## src/rtl/rv32i_pkg.sv

```systemverilog
// Shared RV32I pipeline definitions: datapath width, ALU op classes and the
// control-bit bundle that travels alongside every instruction from ID to EX.
package rv32i_pkg;

  localparam int XLEN = 32;

  localparam logic [4:0] REG_X0 = 5'd0;

  // ALU op classes as produced by the main decoder
  localparam logic [1:0] ALU_OP_ADD    = 2'b00;
  localparam logic [1:0] ALU_OP_BRANCH = 2'b01;
  localparam logic [1:0] ALU_OP_RTYPE  = 2'b10;
  localparam logic [1:0] ALU_OP_ITYPE  = 2'b11;

  typedef struct packed {
    logic       reg_write;
    logic       mem_read;
    logic       mem_write;
    logic       mem_to_reg;
    logic       alu_src;
    logic       branch;
    logic       jump;
    logic [1:0] alu_op;
  } ctrl_t;

  localparam ctrl_t CTRL_BUBBLE = '0;

endpackage

```

## src/rtl/id_ex_stage_if.sv

```systemverilog
// ID -> EX transfer bundle: decoded ID fields in, registered IDEX fields out,
// plus the stall/flush controls and the load-use hazard flag.
interface id_ex_stage_if #(
  parameter int XLEN = rv32i_pkg::XLEN
);

  logic            stall;
  logic            flush;
  logic            load_use;

  logic            ID_valid;
  logic [XLEN-1:0] ID_pc;
  logic [XLEN-1:0] ID_rs1_data;
  logic [XLEN-1:0] ID_rs2_data;
  logic [XLEN-1:0] ID_imm;
  logic [4:0]      ID_rs1;
  logic [4:0]      ID_rs2;
  logic [4:0]      ID_rd;
  logic            ID_uses_rs1;
  logic            ID_uses_rs2;
  logic [2:0]      ID_funct3;
  logic            ID_funct7b5;
  logic            ID_reg_write;
  logic            ID_mem_read;
  logic            ID_mem_write;
  logic            ID_mem_to_reg;
  logic            ID_alu_src;
  logic            ID_branch;
  logic            ID_jump;
  logic [1:0]      ID_alu_op;

  logic            IDEX_valid;
  logic [XLEN-1:0] IDEX_pc;
  logic [XLEN-1:0] IDEX_rs1_data;
  logic [XLEN-1:0] IDEX_rs2_data;
  logic [XLEN-1:0] IDEX_imm;
  logic [4:0]      IDEX_rs1;
  logic [4:0]      IDEX_rs2;
  logic [4:0]      IDEX_rd;
  logic [2:0]      IDEX_funct3;
  logic            IDEX_funct7b5;
  logic            IDEX_reg_write;
  logic            IDEX_mem_read;
  logic            IDEX_mem_write;
  logic            IDEX_mem_to_reg;
  logic            IDEX_alu_src;
  logic            IDEX_branch;
  logic            IDEX_jump;
  logic [1:0]      IDEX_alu_op;

  modport master (
    output stall, flush,
    output ID_valid, ID_pc, ID_rs1_data, ID_rs2_data, ID_imm,
    output ID_rs1, ID_rs2, ID_rd, ID_uses_rs1, ID_uses_rs2,
    output ID_funct3, ID_funct7b5,
    output ID_reg_write, ID_mem_read, ID_mem_write, ID_mem_to_reg,
    output ID_alu_src, ID_branch, ID_jump, ID_alu_op,
    input  load_use,
    input  IDEX_valid, IDEX_pc, IDEX_rs1_data, IDEX_rs2_data, IDEX_imm,
    input  IDEX_rs1, IDEX_rs2, IDEX_rd, IDEX_funct3, IDEX_funct7b5,
    input  IDEX_reg_write, IDEX_mem_read, IDEX_mem_write, IDEX_mem_to_reg,
    input  IDEX_alu_src, IDEX_branch, IDEX_jump, IDEX_alu_op
  );

  modport slave (
    input  stall, flush,
    input  ID_valid, ID_pc, ID_rs1_data, ID_rs2_data, ID_imm,
    input  ID_rs1, ID_rs2, ID_rd, ID_uses_rs1, ID_uses_rs2,
    input  ID_funct3, ID_funct7b5,
    input  ID_reg_write, ID_mem_read, ID_mem_write, ID_mem_to_reg,
    input  ID_alu_src, ID_branch, ID_jump, ID_alu_op,
    output load_use,
    output IDEX_valid, IDEX_pc, IDEX_rs1_data, IDEX_rs2_data, IDEX_imm,
    output IDEX_rs1, IDEX_rs2, IDEX_rd, IDEX_funct3, IDEX_funct7b5,
    output IDEX_reg_write, IDEX_mem_read, IDEX_mem_write, IDEX_mem_to_reg,
    output IDEX_alu_src, IDEX_branch, IDEX_jump, IDEX_alu_op
  );

endinterface

```

## src/rtl/id_ex_stage_sat_counter.sv

```systemverilog
// Saturating up-counter used for the pipeline debug event counts; it sticks
// at all-ones instead of wrapping so a long run never reads back as small.
module sat_counter #(
  parameter int W = 16
) (
  input  logic         clk,
  input  logic         r,
  input  logic         inc,
  output logic [W-1:0] count
);

  always_ff @(posedge clk) begin
    if (r) begin
      count <= '0;
    end else if (inc && (count != {W{1'b1}})) begin
      count <= count + W'(1);
    end
  end

endmodule

```

## src/rtl/id_ex_stage.sv

```systemverilog
// ID/EX pipeline register with load-use hazard detection, hold, squash and
// automatic bubble insertion, plus saturating bubble/flush debug counters.
module id_ex_stage #(
  parameter int XLEN  = 32,
  parameter int CNT_W = 16
) (
  input  logic             clk,
  input  logic             r,
  id_ex_stage_if.slave     bus,
  output logic [CNT_W-1:0] bubble_count,
  output logic [CNT_W-1:0] flush_count
);

  import rv32i_pkg::*;

  typedef struct packed {
    logic            valid;
    logic [XLEN-1:0] pc;
    logic [XLEN-1:0] rs1_data;
    logic [XLEN-1:0] rs2_data;
    logic [XLEN-1:0] imm;
    logic [4:0]      rs1;
    logic [4:0]      rs2;
    logic [4:0]      rd;
    logic [2:0]      funct3;
    logic            funct7b5;
    ctrl_t           ctrl;
  } ex_fields_t;

  ex_fields_t ex_q;
  ex_fields_t ex_d;
  ex_fields_t id_in;
  ex_fields_t bubble;

  logic rs1_hit;
  logic rs2_hit;
  logic hazard;
  logic load_use;
  logic flush_inc;
  logic bubble_inc;

  // A bubble zeroes every field, so downstream forwarding never matches rd
  always_comb begin
    bubble      = '0;
    bubble.ctrl = CTRL_BUBBLE;
  end

  always_comb begin
    id_in                 = '0;
    id_in.valid           = bus.ID_valid;
    id_in.pc              = bus.ID_pc;
    id_in.rs1_data        = bus.ID_rs1_data;
    id_in.rs2_data        = bus.ID_rs2_data;
    id_in.imm             = bus.ID_imm;
    id_in.rs1             = bus.ID_rs1;
    id_in.rs2             = bus.ID_rs2;
    id_in.rd              = bus.ID_rd;
    id_in.funct3          = bus.ID_funct3;
    id_in.funct7b5        = bus.ID_funct7b5;
    id_in.ctrl.reg_write  = bus.ID_reg_write;
    id_in.ctrl.mem_read   = bus.ID_mem_read;
    id_in.ctrl.mem_write  = bus.ID_mem_write;
    id_in.ctrl.mem_to_reg = bus.ID_mem_to_reg;
    id_in.ctrl.alu_src    = bus.ID_alu_src;
    id_in.ctrl.branch     = bus.ID_branch;
    id_in.ctrl.jump       = bus.ID_jump;
    id_in.ctrl.alu_op     = bus.ID_alu_op;
  end

  // A load in EX whose rd is read by the ID instruction cannot be forwarded yet
  assign rs1_hit  = bus.ID_uses_rs1 && (bus.ID_rs1 == ex_q.rd);
  assign rs2_hit  = bus.ID_uses_rs2 && (bus.ID_rs2 == ex_q.rd);
  assign hazard   = ex_q.valid && ex_q.ctrl.mem_read && (ex_q.rd != REG_X0) &&
                    (rs1_hit || rs2_hit) && bus.ID_valid;
  assign load_use = hazard && !bus.flush;

  assign bus.load_use = load_use;

  always_comb begin
    ex_d = ex_q;
    if (bus.flush) begin
      ex_d = bubble;
    end else if (bus.stall) begin
      ex_d = ex_q;
    end else if (load_use || !bus.ID_valid) begin
      ex_d = bubble;
    end else begin
      ex_d = id_in;
    end
  end

  always_ff @(posedge clk) begin
    if (r) begin
      ex_q <= '0;
    end else begin
      ex_q <= ex_d;
    end
  end

  // Stall freezes the producer load as well, so no bubble is counted then
  assign flush_inc  = bus.flush;
  assign bubble_inc = load_use && !bus.stall;

  sat_counter #(.W(CNT_W)) u_bubble_cnt (
    .clk   (clk),
    .r     (r),
    .inc   (bubble_inc),
    .count (bubble_count)
  );

  sat_counter #(.W(CNT_W)) u_flush_cnt (
    .clk   (clk),
    .r     (r),
    .inc   (flush_inc),
    .count (flush_count)
  );

  assign bus.IDEX_valid      = ex_q.valid;
  assign bus.IDEX_pc         = ex_q.pc;
  assign bus.IDEX_rs1_data   = ex_q.rs1_data;
  assign bus.IDEX_rs2_data   = ex_q.rs2_data;
  assign bus.IDEX_imm        = ex_q.imm;
  assign bus.IDEX_rs1        = ex_q.rs1;
  assign bus.IDEX_rs2        = ex_q.rs2;
  assign bus.IDEX_rd         = ex_q.rd;
  assign bus.IDEX_funct3     = ex_q.funct3;
  assign bus.IDEX_funct7b5   = ex_q.funct7b5;
  assign bus.IDEX_reg_write  = ex_q.ctrl.reg_write;
  assign bus.IDEX_mem_read   = ex_q.ctrl.mem_read;
  assign bus.IDEX_mem_write  = ex_q.ctrl.mem_write;
  assign bus.IDEX_mem_to_reg = ex_q.ctrl.mem_to_reg;
  assign bus.IDEX_alu_src    = ex_q.ctrl.alu_src;
  assign bus.IDEX_branch     = ex_q.ctrl.branch;
  assign bus.IDEX_jump       = ex_q.ctrl.jump;
  assign bus.IDEX_alu_op     = ex_q.ctrl.alu_op;

endmodule

```

## src/flat_wrapper.sv

```systemverilog
// flat-port wrapper written by rule: the top's interface ports become plain ports
module id_ex_stage_flat import rv32i_pkg::*;
#(
  parameter int XLEN  = 32,
  parameter int CNT_W = 16
)
  (clk, r, bubble_count, flush_count, bus_stall, bus_flush, bus_ID_valid, bus_ID_pc, bus_ID_rs1_data, bus_ID_rs2_data, bus_ID_imm, bus_ID_rs1, bus_ID_rs2, bus_ID_rd, bus_ID_uses_rs1, bus_ID_uses_rs2, bus_ID_funct3, bus_ID_funct7b5, bus_ID_reg_write, bus_ID_mem_read, bus_ID_mem_write, bus_ID_mem_to_reg, bus_ID_alu_src, bus_ID_branch, bus_ID_jump, bus_ID_alu_op, bus_load_use, bus_IDEX_valid, bus_IDEX_pc, bus_IDEX_rs1_data, bus_IDEX_rs2_data, bus_IDEX_imm, bus_IDEX_rs1, bus_IDEX_rs2, bus_IDEX_rd, bus_IDEX_funct3, bus_IDEX_funct7b5, bus_IDEX_reg_write, bus_IDEX_mem_read, bus_IDEX_mem_write, bus_IDEX_mem_to_reg, bus_IDEX_alu_src, bus_IDEX_branch, bus_IDEX_jump, bus_IDEX_alu_op);
  id_ex_stage_if #(.XLEN(XLEN)) bus_i ();
  input  logic clk;
  input  logic r;
  output logic [CNT_W-1:0] bubble_count;
  output logic [CNT_W-1:0] flush_count;
  input wire logic [$bits(bus_i.stall)-1:0] bus_stall;
  input wire logic [$bits(bus_i.flush)-1:0] bus_flush;
  input wire logic [$bits(bus_i.ID_valid)-1:0] bus_ID_valid;
  input wire logic [$bits(bus_i.ID_pc)-1:0] bus_ID_pc;
  input wire logic [$bits(bus_i.ID_rs1_data)-1:0] bus_ID_rs1_data;
  input wire logic [$bits(bus_i.ID_rs2_data)-1:0] bus_ID_rs2_data;
  input wire logic [$bits(bus_i.ID_imm)-1:0] bus_ID_imm;
  input wire logic [$bits(bus_i.ID_rs1)-1:0] bus_ID_rs1;
  input wire logic [$bits(bus_i.ID_rs2)-1:0] bus_ID_rs2;
  input wire logic [$bits(bus_i.ID_rd)-1:0] bus_ID_rd;
  input wire logic [$bits(bus_i.ID_uses_rs1)-1:0] bus_ID_uses_rs1;
  input wire logic [$bits(bus_i.ID_uses_rs2)-1:0] bus_ID_uses_rs2;
  input wire logic [$bits(bus_i.ID_funct3)-1:0] bus_ID_funct3;
  input wire logic [$bits(bus_i.ID_funct7b5)-1:0] bus_ID_funct7b5;
  input wire logic [$bits(bus_i.ID_reg_write)-1:0] bus_ID_reg_write;
  input wire logic [$bits(bus_i.ID_mem_read)-1:0] bus_ID_mem_read;
  input wire logic [$bits(bus_i.ID_mem_write)-1:0] bus_ID_mem_write;
  input wire logic [$bits(bus_i.ID_mem_to_reg)-1:0] bus_ID_mem_to_reg;
  input wire logic [$bits(bus_i.ID_alu_src)-1:0] bus_ID_alu_src;
  input wire logic [$bits(bus_i.ID_branch)-1:0] bus_ID_branch;
  input wire logic [$bits(bus_i.ID_jump)-1:0] bus_ID_jump;
  input wire logic [$bits(bus_i.ID_alu_op)-1:0] bus_ID_alu_op;
  output wire logic [$bits(bus_i.load_use)-1:0] bus_load_use;
  output wire logic [$bits(bus_i.IDEX_valid)-1:0] bus_IDEX_valid;
  output wire logic [$bits(bus_i.IDEX_pc)-1:0] bus_IDEX_pc;
  output wire logic [$bits(bus_i.IDEX_rs1_data)-1:0] bus_IDEX_rs1_data;
  output wire logic [$bits(bus_i.IDEX_rs2_data)-1:0] bus_IDEX_rs2_data;
  output wire logic [$bits(bus_i.IDEX_imm)-1:0] bus_IDEX_imm;
  output wire logic [$bits(bus_i.IDEX_rs1)-1:0] bus_IDEX_rs1;
  output wire logic [$bits(bus_i.IDEX_rs2)-1:0] bus_IDEX_rs2;
  output wire logic [$bits(bus_i.IDEX_rd)-1:0] bus_IDEX_rd;
  output wire logic [$bits(bus_i.IDEX_funct3)-1:0] bus_IDEX_funct3;
  output wire logic [$bits(bus_i.IDEX_funct7b5)-1:0] bus_IDEX_funct7b5;
  output wire logic [$bits(bus_i.IDEX_reg_write)-1:0] bus_IDEX_reg_write;
  output wire logic [$bits(bus_i.IDEX_mem_read)-1:0] bus_IDEX_mem_read;
  output wire logic [$bits(bus_i.IDEX_mem_write)-1:0] bus_IDEX_mem_write;
  output wire logic [$bits(bus_i.IDEX_mem_to_reg)-1:0] bus_IDEX_mem_to_reg;
  output wire logic [$bits(bus_i.IDEX_alu_src)-1:0] bus_IDEX_alu_src;
  output wire logic [$bits(bus_i.IDEX_branch)-1:0] bus_IDEX_branch;
  output wire logic [$bits(bus_i.IDEX_jump)-1:0] bus_IDEX_jump;
  output wire logic [$bits(bus_i.IDEX_alu_op)-1:0] bus_IDEX_alu_op;
  assign bus_i.stall = bus_stall;
  assign bus_i.flush = bus_flush;
  assign bus_i.ID_valid = bus_ID_valid;
  assign bus_i.ID_pc = bus_ID_pc;
  assign bus_i.ID_rs1_data = bus_ID_rs1_data;
  assign bus_i.ID_rs2_data = bus_ID_rs2_data;
  assign bus_i.ID_imm = bus_ID_imm;
  assign bus_i.ID_rs1 = bus_ID_rs1;
  assign bus_i.ID_rs2 = bus_ID_rs2;
  assign bus_i.ID_rd = bus_ID_rd;
  assign bus_i.ID_uses_rs1 = bus_ID_uses_rs1;
  assign bus_i.ID_uses_rs2 = bus_ID_uses_rs2;
  assign bus_i.ID_funct3 = bus_ID_funct3;
  assign bus_i.ID_funct7b5 = bus_ID_funct7b5;
  assign bus_i.ID_reg_write = bus_ID_reg_write;
  assign bus_i.ID_mem_read = bus_ID_mem_read;
  assign bus_i.ID_mem_write = bus_ID_mem_write;
  assign bus_i.ID_mem_to_reg = bus_ID_mem_to_reg;
  assign bus_i.ID_alu_src = bus_ID_alu_src;
  assign bus_i.ID_branch = bus_ID_branch;
  assign bus_i.ID_jump = bus_ID_jump;
  assign bus_i.ID_alu_op = bus_ID_alu_op;
  assign bus_load_use = bus_i.load_use;
  assign bus_IDEX_valid = bus_i.IDEX_valid;
  assign bus_IDEX_pc = bus_i.IDEX_pc;
  assign bus_IDEX_rs1_data = bus_i.IDEX_rs1_data;
  assign bus_IDEX_rs2_data = bus_i.IDEX_rs2_data;
  assign bus_IDEX_imm = bus_i.IDEX_imm;
  assign bus_IDEX_rs1 = bus_i.IDEX_rs1;
  assign bus_IDEX_rs2 = bus_i.IDEX_rs2;
  assign bus_IDEX_rd = bus_i.IDEX_rd;
  assign bus_IDEX_funct3 = bus_i.IDEX_funct3;
  assign bus_IDEX_funct7b5 = bus_i.IDEX_funct7b5;
  assign bus_IDEX_reg_write = bus_i.IDEX_reg_write;
  assign bus_IDEX_mem_read = bus_i.IDEX_mem_read;
  assign bus_IDEX_mem_write = bus_i.IDEX_mem_write;
  assign bus_IDEX_mem_to_reg = bus_i.IDEX_mem_to_reg;
  assign bus_IDEX_alu_src = bus_i.IDEX_alu_src;
  assign bus_IDEX_branch = bus_i.IDEX_branch;
  assign bus_IDEX_jump = bus_i.IDEX_jump;
  assign bus_IDEX_alu_op = bus_i.IDEX_alu_op;
  id_ex_stage #(.XLEN(XLEN), .CNT_W(CNT_W)) u_core (.clk(clk), .r(r), .bus(bus_i), .bubble_count(bubble_count), .flush_count(flush_count));
endmodule
```

## config.mk

```make
export PLATFORM = sky130hd
export DESIGN_NAME = id_ex_stage_flat
export DESIGN_NICKNAME = d
export VERILOG_FILES = /design/src/rtl/rv32i_pkg.sv /design/src/rtl/id_ex_stage_if.sv /design/src/rtl/id_ex_stage_sat_counter.sv /design/src/rtl/id_ex_stage.sv /design/src/flat_wrapper.sv
export SDC_FILE = /design/constraint.sdc
export NUM_CORES = 1
export LEC_CHECK = 0
export ABC_AREA = 0
export BUFFER_PORTS_ARGS = -buffer_cell sky130_fd_sc_hd__buf_4
export CORE_AREA = 8 8 134 161
export CTS_CLUSTER_DIAMETER = 120
export CTS_CLUSTER_SIZE = 16
export DETAILED_ROUTE_END_ITERATION = 8
export DIE_AREA = 0 0 142 169
export GPL_ROUTABILITY_DRIVEN = 1
export SYNTH_ARGS = -nofsm -noshare
export SYNTH_HDL_FRONTEND = slang
export SYNTH_SLANG_ARGS = --single-unit
```

## constraint.sdc

```tcl
create_clock -name clk -period 2.48 [get_ports clk]
set_input_delay 0.248 -clock clk [delete_from_list [all_inputs] [get_ports clk]]
set_output_delay 0.248 -clock clk [all_outputs]
set_load 0.01 [all_outputs]
```

# Word level (Yosys, flattened, before mapping)
# Cells that the tools add are included.
[op_classes]
addsub = 2
n_eq_ne = 4
muxes = 1
n_reduce_logical = 17
[ops]
columns = ["op", "count"]
rows = [
  ["2-to-1 mux 157 bit", 1],
  ["adder 16 x 1 -> 16 bit, second input constant", 2],
  ["inequality test 16 bit, second input constant", 2],
  ["== test 5 bit", 2],
  ["logical AND 1 bit", 10],
  ["nonzero test 5 bit", 1],
  ["logical NOT 1 bit", 3],
  ["logical OR 1 bit", 2],
  ["OR reduction 2 bit", 1],
]
[word_totals]
regBits = 189
inputBits = 163
output_inout_bits = 190
wordCells = 44

# Logic depth before layout (Yosys ltp)
[depth]
depth_word = 8
depth_mapped = 7
mapped_depth_nobuf = 6

# Hierarchy
# From an unflattened synthesis, not the netlist that was laid out.
[unflattened]
hier_cells = 934
hier_area_um2 = 8164.1
[modules_own_cells]
columns = ["mod", "instances", "cells_per_inst", "area_per_inst_um2", "seq_area_each_um2"]
rows = [
  ["id_ex_stage", 1, 736, 6467.5, 3143.0],
  ["sat_counter", 2, 99, 848.3, 320.3],
]

# Worst setup path before layout
# Ideal clock, no wire load.
[synth_timing]
path_kind = "reg-to-reg"
start = "register u_core.ex_q (netlist bit u_core.bus.IDEX_rd[4])"
end = "register u_core.ex_q (netlist bit u_core.bus.IDEX_imm[10])"
setup_ns = 0.117
arrival_time_ns = 1.890
required_ns = 2.363
path_slack_ns = 0.473
path_stages_with_launch = 8
n_path_buf = 2
period_less_slack_ns = 2.007
cell_sequence = "dfxtp_1 > xor2_1 > nor4_1 > a32oi_1 > o31a_1 > buf_4 > buf_2 > a22o_1"
[synth_between]
elab_chain_len = 8
elab_cells_between_ends = 12
[synth_lines]
columns = ["item", "line_no", "source"]
rows = [
  ["from (decl)", "id_ex_stage.sv:30", "ex_fields_t ex_q;"],
  ["from (signal assigned)", "id_ex_stage.sv:94", "ex_q <= '0;"],
  ["from (signal assigned)", "id_ex_stage.sv:96", "ex_q <= ex_d;"],
  ["== test 5 bit, on equally long branches", "id_ex_stage.sv:71, id_ex_stage.sv:72", ""],
  ["logical AND 1 bit, on equally long branches", "id_ex_stage.sv:71, id_ex_stage.sv:72", ""],
  ["logical OR 1 bit", "id_ex_stage.sv:74", "(rs1_hit || rs2_hit) && bus.ID_valid;"],
  ["logical AND 1 bit (*)", "id_ex_stage.sv:73", "assign hazard = ex_q.valid && ex_q.ctrl.mem_read && (ex_q.rd != REG_X0) &&"],
  ["logical AND 1 bit (*)", "id_ex_stage.sv:74", ""],
  ["logical AND 1 bit (*)", "id_ex_stage.sv:75", "assign load_use = hazard && !bus.flush;"],
  ["logical OR 1 bit (*)", "id_ex_stage.sv:85", "end else if (load_use || !bus.ID_valid) begin"],
  ["2-to-1 mux 157 bit (*)", "id_ex_stage.sv:85", ""],
]
# Mark *: on every way between the ends. The rest lies on a longest branch, timed or not.
# A chain may end at the register's enable or synchronous reset.

# Worst setup path in the final report
[layout_timing]
start = "register u_core.ex_q (netlist bit u_core.bus.IDEX_rd[4])"
end = "output bus_load_use"
[layout_between]
elab_chain_len = 6
elab_cells_between_ends = 10
[layout_lines]
columns = ["item", "line_no", "source"]
rows = [
  ["== test 5 bit, on equally long branches", "id_ex_stage.sv:71, id_ex_stage.sv:72", ""],
  ["logical AND 1 bit, on equally long branches", "id_ex_stage.sv:71, id_ex_stage.sv:72", ""],
  ["logical OR 1 bit", "id_ex_stage.sv:74", ""],
  ["logical AND 1 bit (*)", "id_ex_stage.sv:73", ""],
  ["logical AND 1 bit (*)", "id_ex_stage.sv:74", ""],
  ["logical AND 1 bit (*)", "id_ex_stage.sv:75", ""],
  ["to (decl)", "flat_wrapper.sv:35", "output wire logic [$bits(bus_i.load_use)-1:0] bus_load_use;"],
]
# Marks and branches as above.

==> run summary <==
The flow ran to the end, and the final reports show no timing, DRC or antenna violations. Maximum clock path buffer count: 2. Setup repair after global routing left no endpoint under its margin. The area of the core is 19,100 um2.

Of all nets on the critical path, the largest fanout is 24. The count of final max-slew check failures was 0. The fraction of synthesis flops using an asynchronous set or reset pin is 0. The data required time at the worst endpoint is 2.23 ns, and the aggregate global-route resource usage is 0.190. TritonCTS built the clock tree. The count of standard-cell rows is 56, and the largest net degree at the start of global routing is 82.

At the pin with the least slew margin, the transition time is 0.494 ns. The via density per instance is 4.90. Wires add up to 23.4 mm.

The number of placed instances, taps included was 1,147; the floorplan die height was 169 um. After synthesis the netlist holds a flip-flop and latch count of 189. The number of warnings printed during yosys synthesis was 0. The clock reaches the later pin of the worst-skew pair after 0.43 ns.

The run gives 1.97 ns as the signal arrival time at the worst endpoint. The min-delay analysis places its worst path in the category in2reg. The logs give 0.342 for the effective utilization at floorplan and 0.670 for the worst max-slew margin expressed relative to the limit. The critical path is of the reg2out type. Counting flops with a built-in enable in the synthesized netlist gives 0. From left edge to right edge, the die measures 142 um. Port buffering added 352 buffers. The area added between synthesis and finish works out to 53.5%. The H-tree was split into 4 levels.

The first global-routing pass estimated 35.2 mm of wire. STA classifies the critical path endpoint as an output port. The tools report the sequential-to-total area share from yosys stat as 0.579. The TritonCTS buffer count is 17.

The number of clock sinks was 189. The startpoint identified for the worst register-to-register timing path is u_core.bus.IDEX_rd[2]. Across the routed clock network, the largest skew measured is 0.0167 ns. The post-synthesis net count was 734; the cell area power density was 642 nW/um2. The number of instances resized during post-cts repair was 0. The run gives 6540 um2 as the area of the mapped netlist. The run gives 6 as the first-pass iteration count of the detailed router. Detailed-route wire length per cell: 19.8 um. The start point of the critical path is u_core.bus.IDEX_rd[4]. Initial antenna violation count: 0.

For this run, the post-layout net count is 1,070. Period utilization: 0.894. The peak clock frequency supported by timing is 451 MHz, and the total number of vias is 5,772.

The count of routing violations after the opening detailed-route iteration came out at 252. VDD sags by at most 0.392 mV. At the end of routability-driven placement, the weighted congestion stood at 0.799. The tools report the clock root buffer master as clkbuf_16. The tool flagged a number of max-cap violations equal to 0.

The proportion of layout cells with a drive suffix above 1 is 0.436, and the clock period minus final worst setup slack is 2.22 ns. The number of setup buffers added after CTS is 0. 353 I/O pins were placed. The sum of overflow across all layers after global routing came out at 0.

The worst hold path begins at bus_ID_imm[1]. The logs give 0 for the number of buffers inserted by hold repair at cts and 0 for the DRC violation count after routing. The final HPWL from detailed placement came out at 17.7 mm. The cell count after synthesis came out at 569.

Each instance of the synthesized netlist takes up on average 11.5 um2. The worst setup path is launched from a flop. The detail route stage leaves a number of antenna-violating nets equal to 0. After routing, the total negative slack on setup checks comes to 0 ns. The post-route non-filler standard cell count was 1,179. Number of failing hold endpoints at the final stage: 0.

The top flip-flop cell by instance count after synthesis is dfxtp_1. Clock-pin slew was measured on the worst setup and hold paths at 0.08 ns. Overall die area: 24,000 um2. The tools report the filler cell count as 1,753. The total inserted antenna cells is 0, and the final setup violation count is 0. The number of global-route vias before repair came out at 5,972.

The netlist uses 42 different library cells. The analysis attributes to cell leakage a power of 4.57 nW.
-- through the flow --
step | total power [mW] | hold WS (ns) | area (um2) | utilization | setup slack, ns
after global placement | 3.68 | 0.458 | 9420 | 0.492 | 0.311
final | 6.44 | 0.0314 | 10000 | 0.525 | 0.263
after CTS | 6.52 | 0.0106 | 10000 | 0.524 | 0.210
after floorplan | 3.35 | 0.381 | 6540 | - | 0.473
after global routing | 6.69 | 0.00781 | 10000 | 0.525 | 0.0656
after detailed placement | 3.69 | 0.456 | 9420 | 0.492 | 0.282
-- power by group --
part           switching (mW)  internal, mW  leakage (nW)
logic                   0.195         0.292          2.73
clock network            1.23          1.60         0.308
registers              0.0367          3.09          1.53
total                    1.46          4.98          4.57
-- cell type report --
class	count	area, um2	share of cell area
timing repair buffer	361	2760	0.275
clock inverter	12	148	0.0147
clock buffer	20	467	0.0465
sequential	189	3780	0.377
tap	261	327	0.0325
multi-input combinational	333	2540	0.253
inverter	3	11.3	0.00112
-- logic make-up (layout without fill, tap and decap cells) --
kind of cell	Yosys count	after routing	synth area share
buf+inv	47	396	0.0346
fa+ha+maj	2	2	0.00383
simple gates	116	116	0.100
mux	10	10	0.0168
xor+xnor	21	21	0.0281
compound gates	184	184	0.238
flops	189	189	0.579
-- cell usage in the layout (no fill, tap or decap), types with 2 or more instances in the layout --
cell type / n
buf_4: 357
dfxtp_1: 189
a22o_1: 156
nor2_1: 32
xor2_1: 18
clkbuf_16: 17
nand3_1: 15
a21oi_1: 9
nand4_1: 8
nor2b_1: 8
or4_1: 7
o31ai_1: 7
nor3_1: 6
and4_1: 6
nor4_1: 5
nand2_1: 5
and3_1: 5
mux2_1: 5
and2_1: 4
inv_6: 4
buf_12: 4
xnor2_1: 3
nor4b_1: 3
inv_1: 3
mux2_2: 3
o211ai_1: 3
o21ai_0: 3
nand2b_1: 3
clkbuf_8: 3
inv_8: 3
nand4b_1: 2
mux2i_1: 2
ha_1: 2
clkinv_2: 2
bufinv_16: 2
-- synth_stat cells (2+ instances only) --
cell type / instances / share of area
o21ai_0: 3 / 0.0023
mux2i_1: 2 / 0.0031
nand2_1: 5 / 0.0029
nor3b_1: 2 / 0.0023
nor4_1: 6 / 0.0057
nand4b_1: 2 / 0.0027
a22o_1: 156 / 0.21
a21oi_1: 9 / 0.0069
buf_2: 4 / 0.0031
and4_1: 6 / 0.0080
nor3_1: 6 / 0.0046
buf_4: 12 / 0.014
nor2b_1: 8 / 0.0077
or4_1: 7 / 0.0080
o211ai_1: 3 / 0.0034
mux2_1: 5 / 0.0086
and2_1: 4 / 0.0038
xnor2_1: 3 / 0.0040
ha_1: 2 / 0.0038
xor2_1: 18 / 0.024
nor2_1: 32 / 0.018
inv_1: 3 / 0.0017
o31ai_1: 7 / 0.0080
and3_1: 5 / 0.0048
nand4_1: 8 / 0.0077
nand3_1: 15 / 0.011
mux2_2: 3 / 0.0052
dfxtp_1: 189 / 0.58
nand2b_1: 3 / 0.0029
nor4b_1: 3 / 0.0040
clkbuf_1: 27 / 0.015
-- metal layers --
| metal | routed length, um | GRT usage | vias up |
|---|---|---|---|
| li1 | - | - | 2832 |
| met1 | 9200 | 0.209 | 2700 |
| met2 | 11800 | 0.325 | 214 |
| met3 | 1990 | 0.0798 | 26 |
| met4 | 410 | 0.0599 | 0 |
| met5 | 0 | 0 | - |
-- path summary, 6_finish.rpt --
path | endpoint | slack, ns | cells past startpoint
max | bus_load_use | 0.26 | 6
min | u_core.bus.IDEX_imm[1] | 0.03 | 2
max reg2reg | u_core.bus.IDEX_rs1_data[26] | 0.26 | 5
min reg2reg | u_core.bus.IDEX_rs1_data[1] | 0.47 | 1
-- critical path: stages, from the launching register on --
cell and delay (ns):
dfxtp_1 0.36, xor2_1 0.18, nor4_2 0.26, a32oi_1 0.15, buf_4 0.23, nor3_1 0.20
buf_4 0.16
No activity file was read; power rests on OpenSTA's default activity.
